### config.mk
export PLATFORM = sky130hd
export DESIGN_NAME = fta_iodec64
export DESIGN_NICKNAME = d
export VERILOG_FILES = /design/src/rtl/fta_bus_pkg.sv /design/src/rtl/fta_iodec_pkg.sv /design/src/rtl/fta_iodec_match.sv /design/src/rtl/fta_iodec64.sv
export SDC_FILE = /design/constraint.sdc
export NUM_CORES = 1
export LEC_CHECK = 0
export CAP_MARGIN = 15
export CORE_AREA = 10 10 312 314
export CTS_CLUSTER_DIAMETER = 40
export DETAILED_ROUTE_END_ITERATION = 10
export DIE_AREA = 0 0 322 324
export MAX_ROUTING_LAYER = met4
export PLACE_DENSITY_LB_ADDON = 0.05
export SYNTH_ARGS = -nofsm -noshare
export SYNTH_HDL_FRONTEND = slang
export SYNTH_SLANG_ARGS = --single-unit
### constraint.sdc
create_clock -name clk -period 2.6 [get_ports clk]
set_input_delay 0.39 -clock clk [delete_from_list [all_inputs] [get_ports clk]]
set_output_delay 0.39 -clock clk [all_outputs]
set_load 0.03 [all_outputs]
### src/rtl/fta_bus_pkg.sv
`default_nettype none
// +----------------------------------------------------------------------+
// | Module   : fta_bus_pkg                                               |
// | Brief    : FTA 64-bit command bus request/response types and codes   |
// | Revision : 1.0 - initial release                                     |
// +----------------------------------------------------------------------+
package fta_bus_pkg;

   // Cycle type indicators
   localparam logic [2:0] CLASSIC = 3'd0;
   localparam logic [2:0] ERC     = 3'd7;   // write that expects an ack

   // Response error codes
   localparam logic [2:0] OKAY    = 3'd0;
   localparam logic [2:0] DECERR  = 3'd1;   // no slave decoded the address
   localparam logic [2:0] SLVERR  = 3'd2;   // slave did not answer in time

   typedef struct packed {
      logic        cyc;
      logic        we;
      logic [2:0]  cti;
      logic [3:0]  cid;
      logic [7:0]  tid;
      logic [7:0]  sel;
      logic [31:0] padr;
      logic [63:0] dat;
   } fta_cmd_request64_t;

   typedef struct packed {
      logic        ack;
      logic        rty;
      logic [2:0]  err;
      logic [2:0]  pri;
      logic [3:0]  cid;
      logic [7:0]  tid;
      logic [31:0] adr;
      logic [63:0] dat;
   } fta_cmd_response64_t;

endpackage
`default_nettype wire

### src/rtl/fta_iodec_pkg.sv
`default_nettype none
// +----------------------------------------------------------------------+
// | Module   : fta_iodec_pkg                                             |
// | Brief    : I/O decoder state type, default address map, helpers      |
// | Revision : 1.0 - initial release                                     |
// +----------------------------------------------------------------------+
package fta_iodec_pkg;
   import fta_bus_pkg::*;

   typedef enum logic [1:0] {
      IDLE = 2'd0,
      SEL  = 2'd1,
      WAIT = 2'd2,
      RSP  = 2'd3
   } iodec_state_t;

   // Default map: eight 64 KiB windows starting at 0xFEE0_0000 (entry 0 rightmost)
   localparam logic [7:0][31:0] DEF_BASE = {
      32'hFEE7_0000, 32'hFEE6_0000, 32'hFEE5_0000, 32'hFEE4_0000,
      32'hFEE3_0000, 32'hFEE2_0000, 32'hFEE1_0000, 32'hFEE0_0000
   };
   localparam logic [7:0][31:0] DEF_MASK = {8{32'hFFFF_0000}};

   // Locally generated error response carrying the request's identity
   function automatic fta_cmd_response64_t iodec_err_resp(input fta_cmd_request64_t req,
                                                          input logic [2:0] err);
      fta_cmd_response64_t r;
      r     = '0;
      r.ack = 1'b1;
      r.err = err;
      r.pri = 3'd7;
      r.cid = req.cid;
      r.tid = req.tid;
      r.adr = req.padr;
      return r;
   endfunction

endpackage
`default_nettype wire

### src/rtl/fta_iodec_match.sv
`default_nettype none
// +----------------------------------------------------------------------+
// | Module   : fta_iodec_match                                           |
// | Brief    : Combinational address compare with lowest-index priority  |
// | Revision : 1.0 - initial release                                     |
// +----------------------------------------------------------------------+
module fta_iodec_match #(
   parameter int                      NDEV = 4,
   parameter int                      IW   = 2,
   parameter logic [NDEV-1:0][31:0]   BASE = '0,
   parameter logic [NDEV-1:0][31:0]   MASK = '0
) (
   input  logic [31:0]     padr_i,
   output logic            hit_o,
   output logic [NDEV-1:0] onehot_o,
   output logic [IW-1:0]   idx_o
);

   logic [NDEV-1:0] w_hit;

   generate
      for (genvar gi = 0; gi < NDEV; gi++) begin : g_cmp
         assign w_hit[gi] = ((padr_i ^ BASE[gi]) & MASK[gi]) == 32'h0;
      end
   endgenerate

   // Scan from the top so the lowest matching index is the one that sticks
   always_comb begin
      hit_o    = 1'b0;
      onehot_o = '0;
      idx_o    = '0;
      for (int i = NDEV - 1; i >= 0; i--) begin
         if (w_hit[i]) begin
            hit_o    = 1'b1;
            onehot_o = NDEV'(1) << i;
            idx_o    = IW'(i);
         end
      end
   end

endmodule
`default_nettype wire

### src/rtl/fta_iodec64.sv
`default_nettype none
// +----------------------------------------------------------------------+
// | Module   : fta_iodec64                                               |
// | Brief    : One-master to NDEV-slave I/O decoder with ack timeout     |
// | Revision : 1.0 - initial release                                     |
// +----------------------------------------------------------------------+
module fta_iodec64
   import fta_bus_pkg::*;
   import fta_iodec_pkg::*;
#(
   parameter int                    NDEV = 4,
   parameter int                    TMO  = 255,
   parameter logic [NDEV-1:0][31:0] BASE = DEF_BASE[NDEV-1:0],
   parameter logic [NDEV-1:0][31:0] MASK = DEF_MASK[NDEV-1:0]
) (
   input  logic                clk,
   input  logic                rst,
   input  fta_cmd_request64_t  m_req,
   output fta_cmd_response64_t m_resp,
   output logic                busy,
   output fta_cmd_request64_t  s_req,
   output logic [NDEV-1:0]     s_cs,
   input  fta_cmd_response64_t s_resp [NDEV]
);

   localparam int IW = (NDEV > 1) ? $clog2(NDEV) : 1;
   localparam int CW = $clog2(TMO + 1);
   // Leaving WAIT on this count means the counter has just reached TMO,
   // i.e. exactly TMO WAIT cycles have elapsed without a valid ack.
   localparam logic [CW-1:0] c_TMO_LAST = CW'(TMO - 1);

   iodec_state_t        state_q;
   fta_cmd_request64_t  s_req_q;
   fta_cmd_response64_t m_resp_q;
   logic [NDEV-1:0]     s_cs_q;
   logic [IW-1:0]       idx_q;
   logic                hit_q;
   logic [CW-1:0]       cnt_q;
   logic [CW-1:0]       cnt_d;

   logic                w_hit;
   logic [NDEV-1:0]     w_onehot;
   logic [IW-1:0]       w_idx;
   logic                w_ack_ok;

   // Decode the incoming address so the select is ready on the SEL cycle
   fta_iodec_match #(
      .NDEV (NDEV),
      .IW   (IW),
      .BASE (BASE),
      .MASK (MASK)
   ) u_match (
      .padr_i   (m_req.padr),
      .hit_o    (w_hit),
      .onehot_o (w_onehot),
      .idx_o    (w_idx)
   );

   assign cnt_d    = cnt_q + CW'(1);
   assign w_ack_ok = s_resp[idx_q].ack && (s_resp[idx_q].tid == s_req_q.tid);

   // Transaction FSM; every output is a register written here
   always_ff @(posedge clk or negedge rst) begin
      if (!rst) begin
         state_q  <= IDLE;
         s_req_q  <= '0;
         m_resp_q <= '0;
         s_cs_q   <= '0;
         idx_q    <= '0;
         hit_q    <= 1'b0;
         cnt_q    <= '0;
      end else begin
         m_resp_q <= '0;
         s_cs_q   <= '0;
         case (state_q)
            IDLE: begin
               if (m_req.cyc) begin
                  s_req_q <= m_req;
                  s_cs_q  <= w_onehot;
                  hit_q   <= w_hit;
                  idx_q   <= w_idx;
                  state_q <= SEL;
               end
            end
            SEL: begin
               cnt_q <= '0;
               if (!hit_q) begin
                  m_resp_q <= iodec_err_resp(s_req_q, DECERR);
                  state_q  <= RSP;
               end else if (s_req_q.we && (s_req_q.cti != ERC)) begin
                  state_q <= IDLE;
               end else begin
                  state_q <= WAIT;
               end
            end
            WAIT: begin
               // A matching ack takes priority over expiry on the same edge
               if (w_ack_ok) begin
                  m_resp_q <= s_resp[idx_q];
                  state_q  <= IDLE;
               end else if (cnt_q == c_TMO_LAST) begin
                  m_resp_q <= iodec_err_resp(s_req_q, SLVERR);
                  cnt_q    <= cnt_d;
                  state_q  <= RSP;
               end else begin
                  cnt_q <= cnt_d;
               end
            end
            RSP: begin
               state_q <= IDLE;
            end
            default: begin
               state_q <= IDLE;
            end
         endcase
      end
   end

   assign busy   = (state_q != IDLE);
   assign s_req  = s_req_q;
   assign s_cs   = s_cs_q;
   assign m_resp = m_resp_q;

endmodule
`default_nettype wire

## Yosys cells after proc, flatten, opt, wreduce, memory -nomap -nowiden

Index checks and enable logic that the tools add are counted.

- Flip-flop bits (word level): 254

- Add/subtract/negate cells: 1
- $lt $le $gt $ge: 1
- Equality and inequality tests: 9
- Multiplexer cells: 29
- Bitwise logic cells: 5
- Reductions and logical operators: 12

Operators with widths:

| operator | count |
|---|---|
| $mux W116 | 5 |
| $bmux W116 S2 | 1 |
| $pmux W116 S2 | 1 |
| $logic_not A32 Y1 | 4 |
| $mux W4 | 6 |
| $not A11 Y11 | 2 |
| $mux W2 | 9 |
| $pmux W8 S2 | 1 |
| $not A12 Y12 | 1 |
| $not A10 Y10 | 1 |
| $add A8 B1 Y8 const B | 1 |
| $eq A8 B8 Y1 | 1 |
| $eq A8 B8 Y1 const B | 1 |
| $mux W8 | 1 |
| $pmux W2 S4 | 1 |
| $ne A3 B3 Y1 const B | 2 |
| $reduce_and A2 Y1 | 3 |
| $eq A2 B2 Y1 const B | 2 |
| $mux W1 | 4 |
| $ne A2 B2 Y1 const B | 2 |
| $reduce_bool A2 Y1 | 2 |
| $ge A3 B3 Y1 const B | 1 |
| $not A2 Y3 | 1 |
| $eq A2 B1 Y1 const B | 1 |
| other kinds (2) | 3 |

## Depth between registers and ports, before layout

- Word-level depth: 8
- Mapped depth: 9

## Cells and area by module

Synthesis repeated with hierarchy kept, for this count alone.

- Cell total of the unflattened synthesis: 801
- Area, all modules: 12293.0 um2

By module, submodules not included:

| module | times used | cells an instance | area each (um2) |
|---|---|---|---|
| fta_iodec64 | 1 | 784 | 12162.9 |
| fta_iodec_match | 1 | 17 | 130.1 |

## Worst setup path before layout

OpenSTA, ideal clock, no wires.

- Path type: register to register
- Start: register idx_q[0]
- End: register cnt_q[7]
- Library setup time: 0.131 ns
- Arrival: 2.465 ns
- Data required time: 2.469 ns
- Slack: 0.003 ns
- Cell stages (with the launch flop): 9
- Path buffers: 2
- Period minus slack after synthesis: 2.597 ns
- Path through: dfrtp_1 > buf_6 > mux4_2 > xnor2_1 > o211ai_2 > or4_1 > clkbuf_2 > and3_1 > or3_1

- Word-level cells in the longest chain between the ends: 8

RTL lines:

| element | line | RTL |
|---|---|---|
| start, declared | fta_iodec64.sv:36 | `logic [IW-1:0] idx_q;` |
| start signal, assigned | fta_iodec64.sv:81 | `idx_q <= w_idx;` |
| $not A2 Y3 (implied by the code) (*) | fta_iodec64.sv:60 | `assign w_ack_ok = s_resp[idx_q].ack && (s_resp[idx_q].tid == s_req_q.tid);` |
| $bmux W116 S2 (*) | fta_iodec64.sv:60 |  |
| $mux W116 (implied by the code) (*) (2 in series) | fta_iodec64.sv:60 |  |
| $eq A8 B8 Y1 | fta_iodec64.sv:60 |  |
| $logic_and A1 B1 Y1 (*) | fta_iodec64.sv:60 |  |
| $ne A2 B2 Y1 (no line) (*) | - |  |
| $reduce_and A2 Y1 (no line) (*) | - |  |
| end signal, assigned | fta_iodec64.sv:103 | `cnt_q <= cnt_d;` |
| end signal, assigned | fta_iodec64.sv:106 | `cnt_q <= cnt_d;` |
| end, declared | fta_iodec64.sv:38 | `logic [CW-1:0] cnt_q;` |

Every way passes the cells marked *; elsewhere a longest branch is shown, timed or not. The select of a mux whose other input is x is not followed.
A chain may end at the register's enable or synchronous reset.

## Worst setup path in the final report

- Start: register idx_q[0]
- End: register m_resp_q, in the netlist m_resp[40]

- Word-level cells in the longest chain between the ends: 8

RTL lines:

| element | line | RTL |
|---|---|---|
| $not A2 Y3 (implied by the code) (*) | fta_iodec64.sv:60, fta_iodec64.sv:99 |  |
| $bmux W116 S2 (*) | fta_iodec64.sv:60, fta_iodec64.sv:99 |  |
| $mux W116 (implied by the code) (*) (2 in series) | fta_iodec64.sv:60, fta_iodec64.sv:99 |  |
| $eq A8 B8 Y1 | fta_iodec64.sv:60 |  |
| $logic_and A1 B1 Y1 | fta_iodec64.sv:60 |  |
| $mux W116 (*) | fta_iodec64.sv:98 | `if (w_ack_ok) begin` |
| $pmux W116 S2 (*) | fta_iodec64.sv:75 | `case (state_q)` |
| end signal, assigned | fta_iodec64.sv:88 | `m_resp_q <= iodec_err_resp(s_req_q, DECERR);` |
| end signal, assigned | fta_iodec64.sv:99 | `m_resp_q <= s_resp[idx_q];` |
| end signal, assigned | fta_iodec64.sv:102 | `m_resp_q <= iodec_err_resp(s_req_q, SLVERR);` |
| end, declared | fta_iodec64.sv:34 | `fta_cmd_response64_t m_resp_q;` |

Marked as above.

==> summary.txt <==
Die
  • Area of the core: 91100 µm²
  • Chip height: 324 µm
  • Starting Density: 0.134
  • FP Rows: 111
  • # IOs: 829
  • Die area: 104000 µm²
  • Chip width: 322 µm

Setup path
  • Arr. time, crit path: 3.36 ns
  • Startpoint types: register
  • Worst path required time: 3.13 ns
  • Worst reg2reg setup slack: -0.23 ns
  • WS Path Type: register to register
  • Crit. End Element: register
  • Buf+Inv Stages, Crit Path: 4
  • Critical path cell sequence: mux4_2 -> xnor2_2 -> o211ai_2 -> buf_6 -> nor4_4 -> and3_4 -> buf_12 -> buf_8 -> clkbuf_16 -> and2_1
  • Worst path top cell family by delay: simple AND/OR/NAND/NOR gates
  • Slowest CP cell: mux4_2
  • Worst-path fanout max: 8
  • Crit path largest cell delay: 0.62 ns

Clock tree
  • Clock H-tree levels: 3
  • Number of CTS-inserted buffers: 73
  • Clock latency on the worst-skew pair: 0.60 ns
  • Sink Count: 254
  • CTS root buffer: clkbuf_16
  • CTS tree: built
  • Max clock buf depth: 3
  • Clk slew on worst S/H paths: 0.04 ns

STA
  • Hold Vio Cnt, Final: 0
  • Minimum clock period: 2.83 ns
  • RSZ-0062 raised after global routing: yes
  • Relative slew slack: 0.411
  • Worst hold slack: 0.350 ns
  • Final setup violation count: 119
  • Post-route clock skew: 0.0292 ns
  • Period utilization: 1.09
  • Pins over their slew limit: 0
  • FMAX: 0.353 GHz
  • Worst Tran Pin Value: 0.884 ns
  • Final worst setup slack: -0.232 ns

Final layout
  • Fill cells: 9371
  • Cell Count, Final, Fillers Out: 2981
  • Area growth from synthesis to layout: 107%
  • Share of cells above drive strength 1: 0.259
  • Fin nets: 2302

Route
  • Vias: 11214
  • Final ANT Viol Nets: 0
  • Initial detailed-routing violation count: 305
  • Routed vias/inst: 3.76
  • Routed WL: 79300 µm
  • DRC Markers: 0
  • Routed WL per cell: 26.6 µm
  • First-pass iteration count of the detailed router: 4

Yosys
  • Syn_area_per_cell: 15.3 µm²
  • Seq/Total Area, Yosys: 0.519
  • Main synth FF type: dfrtp_1
  • Post-synth EDFFs: 0
  • Asr flop ratio synth: 1.00
  • Mapped cell area: 12200 µm²
  • Syn Nets: 1391
  • Yosys cell types: 45
  • Cells after Synth: 799
  • Register bit total from synthesis: 254
  • Yosys warnings: 0

Min path
  • Worst Hold Class: primary input to async pin

Placed design
  • Placed Cells: 2806
  • Port buffer count: 828
  • HPWL after DPL: 65000 µm
  • GPL Wtd Cong: 0.754

GRT
  • Initial antenna violation count: 33
  • First-pass GRT wire length: 106000 µm
  • Largest net degree at the start of global routing: 80
  • Vias in the first global route: 13122
  • GRT Util Overall: 0.149
  • Total gr overflow: 0

Power
  • Peak VDD IR: 0.000418 V
  • Power Density: 997 nW/µm²
  • Leak: 0.00997 µW

Run
  • Max cap viols: 0

Status
  • Status: finished, violations left
  • Failing checks: setup timing
## kinds of logic (layout without fill, tap and decap cells)
logic type	Yosys count	count (layout)	synth area share
adders and majority gates	5	5	0.00511
and+or+nand+nor	141	141	0.0648
buffers and inverters	69	1040	0.0265
xor gates and xnor gates	14	14	0.0100
DFF	254	254	0.519
other	0	25	0
AOI/OAI and AO/OA	80	80	0.0517
muxes	236	236	0.323
## repair_timing
action | in CTS | in global routing
cloned | 2 | 2
hold buffers | 1 | 0
pin swaps | 2 | 3
endpoints found under the setup margin | 126 | 125
buffers inserted | 8 | 3
gates resized for setup | 16 | 24
endpoints found under the hold margin | 57 | 0
## synthesized netlist by cell type (2+ instances only)
| library cell | n | area (µm²) |
|---|---|---|
| a221o_1 | 2 | 20.0 |
| nor3_1 | 3 | 15.0 |
| mux4_2 | 115 | 2590 |
| inv_1 | 8 | 30.0 |
| nand3_1 | 9 | 45.0 |
| buf_6 | 4 | 45.0 |
| nor2b_1 | 2 | 12.5 |
| clkbuf_1 | 34 | 128 |
| or4_1 | 2 | 15.0 |
| a21oi_1 | 8 | 40.0 |
| and3_1 | 10 | 62.6 |
| buf_4 | 7 | 52.6 |
| ha_1 | 5 | 62.6 |
| o41ai_1 | 2 | 17.5 |
| nand4_1 | 2 | 12.5 |
| nor2_1 | 10 | 37.5 |
| buf_2 | 6 | 30.0 |
| a22o_1 | 43 | 377 |
| o21ai_0 | 8 | 40.0 |
| nand2b_1 | 2 | 12.5 |
| xnor2_1 | 8 | 70.1 |
| xor2_1 | 6 | 52.6 |
| a21o_1 | 4 | 30.0 |
| a31oi_1 | 2 | 12.5 |
| o211ai_1 | 4 | 30.0 |
| dfrtp_1 | 254 | 6360 |
| mux2_2 | 120 | 1350 |
| nand2_1 | 30 | 113 |
| and2_1 | 65 | 407 |
| buf_1 | 9 | 33.8 |
## power breakdown
part           internal (µW)  total [µW]  switching (µW)
Sequential              5290        6110             816
Combinational           4630       10000            5410
Clock                   6250        9090            2840
Total                  16200       25200            9060
## per-layer routing
metal	share of wire	GRT usage	routed length (µm)	vias up
li1	-	-	-	4945
met3	0.10	0.0690	8210	111
met2	0.52	0.263	41500	566
met5	0	-	0	-
met1	0.35	0.147	27500	5592
met4	0.025	0.0422	2010	0
## flip-flops by register name, summed over array words and instances (netlist names)
signal,flops
state_q,2
idx_q,2
s_req,121
cnt_q,8
hit_q,1
m_resp,116
s_cs,4
## cell type report
class	instances	area, µm²	area share
timing repair buffer	897	9160	0.362
sequential	254	6360	0.251
multi-input combinational	476	5670	0.224
clock buffer	97	2100	0.0829
tap	1186	1480	0.0586
clock inverter	38	448	0.0177
antenna	25	62.6	0.00247
inverter	8	30.0	0.00119
## path summary, 6_finish.rpt
path,start,to,depth (start not counted)
worst max-delay path,idx_q[0],m_resp[40],10
worst min-delay path,rst,s_req[15],2
worst max register to register,idx_q[0],m_resp[40],10
worst min register to register,s_req[120],s_req[120],1
max in group asynchronous,rst,m_resp[62],3
min in group clk,m_req[103],s_req[103],2
## placed cells by master (no fill, tap or decap), types with 10 or more instances in the layout
cell,netlist,layout
a22o_1,43,43
nand2_1,30,26
clkbuf_16,0,75
clkbuf_8,0,18
buf_12,0,15
nor2_1,10,10
mux2_2,120,120
dfrtp_1,254,252
clkinv_2,0,20
buf_4,7,38
mux4_2,115,115
and2_1,65,59
diode_2,0,25
clkdlybuf4s50_1,0,826
## per-stage QoR
stage / util / setup slack, ns / instance area (µm²) / setup TNS, ns / total power [µW]
final: 0.278 / -0.232 / 25300 / -21.18 / 25200
after global routing: 0.278 / -0.363 / 25300 / -36.40 / 26500
after CTS: 0.275 / -0.222 / 25100 / -20.97 / 25800
after detailed placement: 0.245 / -0.589 / 22300 / -63.98 / 16400
after global placement: 0.245 / -0.535 / 22300 / -59.24 / 16400
after floorplan: - / 0.00327 / 12200 / 0 / 10800
Note: power is estimated with default switching activity, not from simulation.
